File: src/rtl/bolt_pkg.sv
// Shared types and constants for the player bolt path: shot FSM states,
// screen height and the coordinate type used by the trajectory block.
package bolt_pkg;

    typedef enum logic [1:0] {
        IDLE     = 2'd0,
        ARM      = 2'd1,
        FLIGHT   = 2'd2,
        COOLDOWN = 2'd3
    } shot_state_t;

    localparam int SCREEN_HEIGHT = 480;
    localparam int COORD_W       = 11;

    typedef logic [COORD_W-1:0] coord_t;

endpackage

File: src/rtl/rise_det.sv
// Registered rising-edge detector; the previous-value register resets to
// RESET_VAL so a level already high at reset release is not seen as an edge.
module rise_det #(
    parameter logic RESET_VAL = 1'b1
) (
    input  logic clk,
    input  logic reset,
    input  logic d,
    output logic rise
);

    logic prev;

    always_ff @(posedge clk or posedge reset) begin
        if (reset) begin
            prev <= RESET_VAL;
        end else begin
            prev <= d;
        end
    end

    assign rise = d & ~prev;

endmodule

File: src/rtl/bolt_shot_ctrl.sv
// Player-shot controller: one bolt at a time, launch position latched on the
// fire edge, flight ended by collision or leaving the screen, frame cooldown.
module bolt_shot_ctrl
    import bolt_pkg::*;
#(
    parameter int Y_LIMIT         = SCREEN_HEIGHT,
    parameter int ARM_CYCLES      = 2,
    parameter int COOLDOWN_FRAMES = 8
) (
    input  logic       clk,
    input  logic       reset,
    input  logic       startOfFrame,
    input  logic       gameEnable,
    input  logic       fireBtn,
    input  coord_t     playerX,
    input  coord_t     playerY,
    input  coord_t     boltY,
    input  logic       hit,
    output logic       shootCmd,
    output coord_t     initX,
    output coord_t     initY,
    output logic       hitPulse,
    output logic [7:0] shotCount
);

    localparam int AW = $clog2(ARM_CYCLES + 1);
    localparam int CW = (COOLDOWN_FRAMES > 0) ? $clog2(COOLDOWN_FRAMES + 1) : 1;
    localparam logic [AW-1:0] ARM_LOAD = AW'(ARM_CYCLES - 1);
    localparam logic [CW-1:0] CD_LOAD  = CW'(COOLDOWN_FRAMES);
    localparam coord_t        Y_LIM_C  = coord_t'(Y_LIMIT);

    shot_state_t     state, state_n;
    logic [AW-1:0]   arm_cnt, arm_cnt_n;
    logic [CW-1:0]   cd_cnt, cd_cnt_n;
    logic            shoot_n, hit_pulse_n;
    coord_t          init_x_n, init_y_n;
    logic [7:0]      shot_count_n;
    logic            fire_rise;

    rise_det #(.RESET_VAL(1'b1)) u_fire_edge (
        .clk   (clk),
        .reset (reset),
        .d     (fireBtn),
        .rise  (fire_rise)
    );

    always_ff @(posedge clk or posedge reset) begin
        if (reset) begin
            state     <= IDLE;
            arm_cnt   <= '0;
            cd_cnt    <= '0;
            shootCmd  <= 1'b0;
            hitPulse  <= 1'b0;
            initX     <= '0;
            initY     <= '0;
            shotCount <= '0;
        end else begin
            state     <= state_n;
            arm_cnt   <= arm_cnt_n;
            cd_cnt    <= cd_cnt_n;
            shootCmd  <= shoot_n;
            hitPulse  <= hit_pulse_n;
            initX     <= init_x_n;
            initY     <= init_y_n;
            shotCount <= shot_count_n;
        end
    end

    always_comb begin
        state_n      = state;
        arm_cnt_n    = arm_cnt;
        cd_cnt_n     = cd_cnt;
        shoot_n      = shootCmd;
        hit_pulse_n  = 1'b0;
        init_x_n     = initX;
        init_y_n     = initY;
        shot_count_n = shotCount;

        if (!gameEnable) begin
            // Abort skips the cooldown; the shot counter is kept.
            state_n = IDLE;
            shoot_n = 1'b0;
        end else begin
            case (state)
                IDLE: begin
                    if (fire_rise) begin
                        state_n   = ARM;
                        shoot_n   = 1'b1;
                        init_x_n  = playerX;
                        init_y_n  = playerY;
                        arm_cnt_n = ARM_LOAD;
                        if (shotCount != 8'd255) begin
                            shot_count_n = shotCount + 8'd1;
                        end
                    end
                end
                ARM: begin
                    // boltY still holds the previous shot's value here.
                    if (arm_cnt == '0) begin
                        state_n = FLIGHT;
                    end else begin
                        arm_cnt_n = arm_cnt - AW'(1);
                    end
                end
                FLIGHT: begin
                    if (hit || (boltY >= Y_LIM_C)) begin
                        state_n     = COOLDOWN;
                        shoot_n     = 1'b0;
                        hit_pulse_n = hit;
                        cd_cnt_n    = CD_LOAD;
                    end
                end
                COOLDOWN: begin
                    if (cd_cnt == '0) begin
                        state_n = IDLE;
                    end else if (startOfFrame) begin
                        cd_cnt_n = cd_cnt - CW'(1);
                        if (cd_cnt == CW'(1)) begin
                            state_n = IDLE;
                        end
                    end
                end
                default: state_n = IDLE;
            endcase
        end
    end

endmodule

File: config.mk
export PLATFORM = sky130hd
export DESIGN_NAME = bolt_shot_ctrl
export DESIGN_NICKNAME = d
export VERILOG_FILES = /design/src/rtl/bolt_pkg.sv /design/src/rtl/rise_det.sv /design/src/rtl/bolt_shot_ctrl.sv
export SDC_FILE = /design/constraint.sdc
export NUM_CORES = 1
export LEC_CHECK = 0
export CAP_MARGIN = 5
export CORE_UTILIZATION = 40
export DETAILED_ROUTE_END_ITERATION = 6
export GPL_TIMING_DRIVEN = 0
export HOLD_SLACK_MARGIN = 0.08
export PLACE_DENSITY_LB_ADDON = 0.15
export SLEW_MARGIN = 20
export SYNTH_ARGS = -nofsm -noshare
export SYNTH_HDL_FRONTEND = slang
export SYNTH_SLANG_ARGS = --single-unit
File: constraint.sdc
create_clock -name clk -period 1.6 [get_ports clk]
set_input_delay 0.32 -clock clk [delete_from_list [all_inputs] [get_ports clk]]
set_output_delay 0.32 -clock clk [all_outputs]
set_load 0.05 [all_outputs]
==> metrics.md, run 1 <==
| Metric | Value |
|---|---|
| Die Area | 5025 sq um |
| R2r setup slk | -0.12 ns |
| Peak VDD IR | between 0.0008 and 0.0009 V |
| Crit. End Element | flop |
| Syn. warnings | 0 |
| Setup WS post-layout | -0.1227 ns |
| Storage cell area | ~1000 sq um |
| Worst R2R Start | state[1] |
| Unique cell type count in the Yosys netlist | 35 |
| CP bufs+invs | 1 |
| Final Hold Viols | 0 |
| Number of max-cap violations | 0 |
| Port bufs | 64 |
| Vias in the first global route | 1517 |
| Clock power frac | 0.114 |
| Fin. max-slew vios | 0 |
| Initial antenna violation count | 0 |
| Total track usage | 0.1890 |
| Pleak | between 1 and 1.5 nW |
| Layout net count | 279 |
| Share of the synthesized area in the top cell type | 0.5274 |
| Fmax | 580.5 MHz |
| Gate power share | 0.573 |
| CP peak stage delay | 0.40 ns |
| Clock tree buffer depth | 2 |
| P_int | between 3 and 4 mW |
| Via density | 5.134 |
| Top Ports | 71 |
| Worst skew pair latency | 0.29 ns |
| Relative slew slack | 0.6581 |
| # setup viols final | 10 |
| Antenna Cells | 0 |
| WP data required | 1.77 ns |
| Syn Nets | 193 |
| DPL Wire Length | between 3000 and 4000 um |
| Top FF cell, synth | dfrtp_1 |
| Clock transition at path regs | 0.08 ns |
| Largest net degree at the start of global routing | 25 |
| Critical Path AT | 1.90 ns |
| DRT antenna net count | 0 |
| DRC marker count from the first detailed-route iteration | 49 |
| Critical path fanouts, max | 4 |
| Cell Rows | 24 |
| Ys async rst share | 1.000 |
| Crit-path slowest cell | dfrtp_1 |
| Multi-input logic area | 957.2 sq um |
| Wirelength, routed | between 4000 and 5000 um |
| Placed cell count | 262 |
| RSZ-0062 raised after global routing | true |
| Pwr Density | approximately 1900 nW/um^2 |
| Slew @ Worst Pin | roughly 0.5 ns |
| Final Skew | 0.009103 ns |
| DR WL/cell | 15.52 um |
| Die Span Y | 70.89 um |
| CP startpoint kind | flop |
| Total chip power | 5.673 mW |
| List of most frequent post-synthesis cells | 40 x dfrtp_1, 24 x mux2_2, 9 x ha_1 |
| Vias | around 1500 |
| Violated checks | design-rule violations, negative setup slack |
| Fillers | 349 |
| Root buffer cell | clkbuf_8 |
| H-Tree Level Count | 2 |
| Non-Filler Instances | 284 |
| Worst hold path type | input pin to asynchronous set/reset pin |
| Drt drc | 16 |
| Post-CTS Hold Buffers | 0 |
| Pre-Repair DR Iteration Count | 6 |
| Worst Setup EP | cd_cnt[3] |
| Hold_ws | 0.3512 ns |
| Core Area | 4444 sq um |
| Crit path time final | 1.723 ns |
| Sw frac | 0.4705 |
| GPL Wtd Cong | ~0.81 |
| First-pass GRT wire length | 7369 um |
| CTS tree | done |
| CTS Sinks | slightly above 40 |
| Seq pwr share | 0.313 |
| Initial Util | 0.4271 |
| Gr ovfl total | 0 |
| CP Depth | 6 |
| Flops & latches, synth | 41 |
| Synth area leaders | dfrtp_1 53%, mux2_2 14%, ha_1 5.9% |
| Crit Path Category | flop to flop |
| Die W | 70.89 um |
| Cell chain of the critical path | buf_6, ha_4, nor4b_4, a21o_1, o31a_1, or3_1 |
| Status | finished, violations left |
| Total Neg Setup Slack | -0.6787 ns |
| Area Growth Syn to Fin | 54.52% |
| Fin crit share | 1.077 |
| Total CTS buffers | 5 |
| Worst R2R End | cd_cnt[3] |
| Cells after synthesis | 145 |
| Reg2Reg Depth | 6 |
| Seq/Total Area, Yosys | 0.5412 |
| Critical Path Start | state[1] |
| Post-synth EDFFs | 0 |
| Dominant cell by count in the synthesized netlist | dfrtp_1 |
| Kind of cell adding the most delay to the critical path | compound AO/OA/AOI/OAI gates |
| Cell area after synthesis | 1898 sq um |
| NetSw | 2.669 mW |
| Syn Area/Cell | roughly 13 sq um |
| Cell taking the most area after synthesis | dfrtp_1 |
| Proportion of layout cells with a drive suffix above 1 | 0.3319 |
[cell families after synthesis]
group                      share of synthesized area
AOI/OAI and AO/OA                            0.05933
and+or+nand+nor                               0.1206
DFF                                           0.5412
muxes                                         0.1635
adders and majority gates                    0.05933
buffers and inverters                        0.02373
xor gates and xnor gates                     0.03230
[power groups by stage]
stage | Combinational, mW | Clock, mW | Sequential [mW]
global placement | 3.06 | 0 | 1.77
CTS | 3.08 | 0.667 | 1.79
global route | 3.44 | 0.728 | 1.84
floorplan | 0.890 | 0 | 3.01
finish | 3.25 | 0.647 | 1.78
detailed placement | 3.16 | 0 | 1.82
[area by class of cell]
| cell class | count | share of cell area |
|---|---|---|
| clock buffer | 6 | 0.02474 |
| timing repair buffer | 79 | 0.2513 |
| sequential | 41 | 0.3515 |
| multi-input combinational | 93 | 0.3264 |
| tap | 52 | 0.02218 |
| buffer | 3 | 0.009386 |
| inverter | 8 | 0.01109 |
| clock inverter | 2 | 0.003413 |
[stage by stage]
stage | instance area (sq um) | worst slack (ns) | utilization
final | 2933 | -0.1227 | 0.6599
after global routing | 2933 | -0.1903 | 0.6599
after CTS | 2836 | -0.1114 | 0.6382
after detailed placement | 2691 | -0.3302 | 0.6056
after global placement | 2664 | -0.5535 | 0.5994
after floorplan | 1958 | -0.01517 | -
[registers in the layout (all words and copies together) (netlist names)]
name	cells
shootCmd	1
arm_cnt	2
u_fire_edge.prev	1
initX	11
state	2
initY	11
hitPulse	1
cd_cnt	4
shotCount	8
[placed cells by master (no fill, tap or decap), drive strengths merged, types with 4 or more instances in the layout]
cell           count
dfrtp             40
buf               18
xnor2              4
ha                 9
dlygate4sd2       26
mux2i              4
clkdlybuf4s50     32
inv                8
clkbuf             9
mux2              24
nand3              4
nand2              8
nand2b             4
[timing repair]
item | CTS | global route
endpoints found under the setup margin | 67 | 39
setup buffers | 4 | 10
gates resized for setup | 48 | 13
pin swaps | 8 | 7
[worst min-delay path by stage]
stage	startpoint	end	slack (ns)	depth (start not counted)
detailed placement	initY[6]	initY[6]	0.50	1
global route	reset	initY[10]	0.37	2
floorplan	fireBtn	u_fire_edge.prev	0.32	0
global placement	shotCount[7]	shotCount[7]	0.48	1
finish	reset	arm_cnt[0]	0.35	2
CTS	gameEnable	state[0]	0.35	3
[metal layers]
layer  up-vias  GRT usage  wire length [um]
met5         -          0                 0
li1        686          -                 -
met2        55     0.3344              2347
met1       708     0.2171              1707
met3         9    0.05556               275
met4         0    0.06889                76
No activity file was read; power rests on OpenSTA's default activity.
==> run 2, diff against run 1 <==
--- a/config.mk
+++ b/config.mk
@@ -11,7 +11,7 @@
 export GPL_TIMING_DRIVEN = 0
 export HOLD_SLACK_MARGIN = 0.08
 export PLACE_DENSITY_LB_ADDON = 0.15
-export SLEW_MARGIN = 20
+export SLEW_MARGIN = 10
 export SYNTH_ARGS = -nofsm -noshare
 export SYNTH_HDL_FRONTEND = slang
 export SYNTH_SLANG_ARGS = --single-unit
==> metrics.md, run 2 (synthesis results as in run 1) <==
| Metric | Value |
|---|---|
| CTS tree | done |
| Metal3 WL | 254 um |
| DRT antenna net count | 0 |
| First-pass GRT wire length | roughly 7700 um |
| Relative slew slack | 0.4279 |
| Vias in the first global route | 1557 |
| Hold_ws | 0.3507 ns |
| Die Span Y | 70.89 um |
| Wirelength, routed | 4648 um |
| Most frequent cells in the layout | 37 x dfrtp_1, 32 x clkdlybuf4s50_1, 25 x dlygate4sd2_1 |
| Status | finished, violations left |
| DPL Wire Length | 3121 um |
| Clock transition at path regs | 0.08 ns |
| H-Tree Level Count | 2 |
| CTS Sinks | 41 |
| DRC marker count from the first detailed-route iteration | 60 |
| Final Hold Viols | 0 |
| Peak VDD IR | 0.0008700 V |
| Pre-Repair DR Iteration Count | 7 |
| Die Area | 5025 sq um |
| Layout net count | 276 |
| Crit. End Element | flop |
| CP startpoint kind | flop |
| Fin. max-slew vios | 0 |
| RSZ-0062 raised after global routing | true |
| Slew @ Worst Pin | ~0.86 ns |
| R2r setup slk | -0.1 ns |
| Worst skew pair latency | 0.30 ns |
| Via density | between 5 and 6 |
| Die W | 70.89 um |
| Multi-input logic area | 979.7 sq um |
| Worst hold path type | input pin to flop |
| Fin crit share | 1.062 |
| Clock tree buffer depth | 2 |
| Final Skew | 0.001744 ns |
| Area Growth Syn to Fin | 56.36% |
| Cell Rows | 24 |
| Largest registers | initX (11), initY (11), shotCount (8) |
| Fillers | between 300 and 400 |
| Port bufs | 64 |
| Fmax | 588.8 MHz |
| Setup WS post-layout | -0.09850 ns |
| Violated checks | design-rule violations, negative setup slack |
| # setup viols final | 10 |
| Core Area | around 4400 sq um |
| Gr ovfl total | 0 |
| Initial Util | 0.4271 |
| Total track usage | 0.1990 |
| Crit path time final | 1.698 ns |
| Wl on met1 | 1770 um |
| Total CTS buffers | 5 |
| DR WL/cell | 16.54 um |
| Drt drc | 14 |
| Critical path fanouts, max | 6 |
| WP data required | approximately 1.8 ns |
| Non-Filler Instances | 281 |
| Routed wl met2 | 2560 um |
| Crit Path Category | flop to flop |
| Pleak | 1.328 nW |
| Largest net degree at the start of global routing | 42 |
| GPL Wtd Cong | 0.8146 |
| Top Ports | 71 |
| Root buffer cell | clkbuf_8 |
| Commonest non-fill, non-tap cell in the layout | dfrtp_1 |
| Storage cell area | 1031 sq um |
| Proportion of layout cells with a drive suffix above 1 | 0.3406 |
| Number of max-cap violations | 0 |
| Vias | 1456 |
| Pwr Density | a little over 2000 nW/um^2 |
| Placed cell count | 261 |
| Initial antenna violation count | 0 |
| Top layer in use | met4 |
| Antenna Cells | 0 |
| Critical Path AT | about 1.9 ns |
[run 2: changes by cell type in the layout (fill, tap and decap cells not counted), moves of 2 or more]
cell | before | now
nand2b_4 | 0 | 2
nand2b_1 | 4 | 2
bufinv_16 | 0 | 2
inv_2 | 3 | 5
buf_6 | 5 | 3
[run 2: layout make-up]
class                           instances  area share
Inverter                                8     0.01012
Clock buffer                            5     0.02319
Clock inverter                          3     0.02192
Buffer                                  3    0.009275
Timing Repair Buffer                   76      0.2361
Sequential cell                        41      0.3474
Multi-Input combinational cell         93      0.3301
Tap cell                               52     0.02192
[run 2: what timing repair did]
action / 4_1_cts / 5_1_grt
setup buffers: 9 / 3
setup endpoints to repair: 67 / 41
resized for setup: 51 / 12
hold buffers: 0 / 0
pin swaps: 8 / 7
[run 2: worst max-delay path, stage by stage (launching register included)]
cell and delay [ns]:
dfrtp_1 0.39, inv_2 0.11, buf_12 0.11, ha_4 0.15, nand4b_4 0.20, a21oi_4 0.27, and4_1 0.23, xor2_1 0.16
[run 2: path summary, 6_finish.rpt]
path	start	end	depth (start not counted)
max in group asynchronous	reset	state[1]	2
worst max-delay path	state[0]	shotCount[6]	7
worst max register to register	state[0]	shotCount[6]	7
worst min register to register	initY[2]	initY[2]	1
min in group asynchronous	reset	initY[7]	2
worst min-delay path	gameEnable	state[0]	3
[run 2: report_power, final]
part | total, mW | switching (mW) | leakage (nW) | internal [mW]
Sequential | 1.79 | 0.309 | 0.500 | 1.48
Clock | 0.998 | 0.378 | 0.0681 | 0.620
Combinational | 3.31 | 2.07 | 0.759 | 1.24
[run 2: layer usage]
layer / GRT usage / up-vias
li1: - / 679
met1: 0.2140 / 724
met2: 0.3803 / 47
met3: 0.05271 / 6
met4: 0.05778 / 0
met5: 0 / -
[run 2: per-stage QoR]
step / area [sq um] / setup slack [ns] / utilization / power, mW / TNS [ns]
final: 2968 / -0.09850 / 0.6678 / 6.096 / -0.6106
after global routing: 2968 / -0.1712 / 0.6678 / 6.385 / -2.221
after CTS: 2940 / -0.08988 / 0.6616 / 6.074 / -0.3639
after detailed placement: 2664 / -0.3196 / 0.5994 / 4.973 / -7.815
after global placement: 2664 / -0.5535 / 0.5994 / 4.839 / -23.89
after floorplan: 1958 / -0.01517 / - / 3.905 / -0.01517
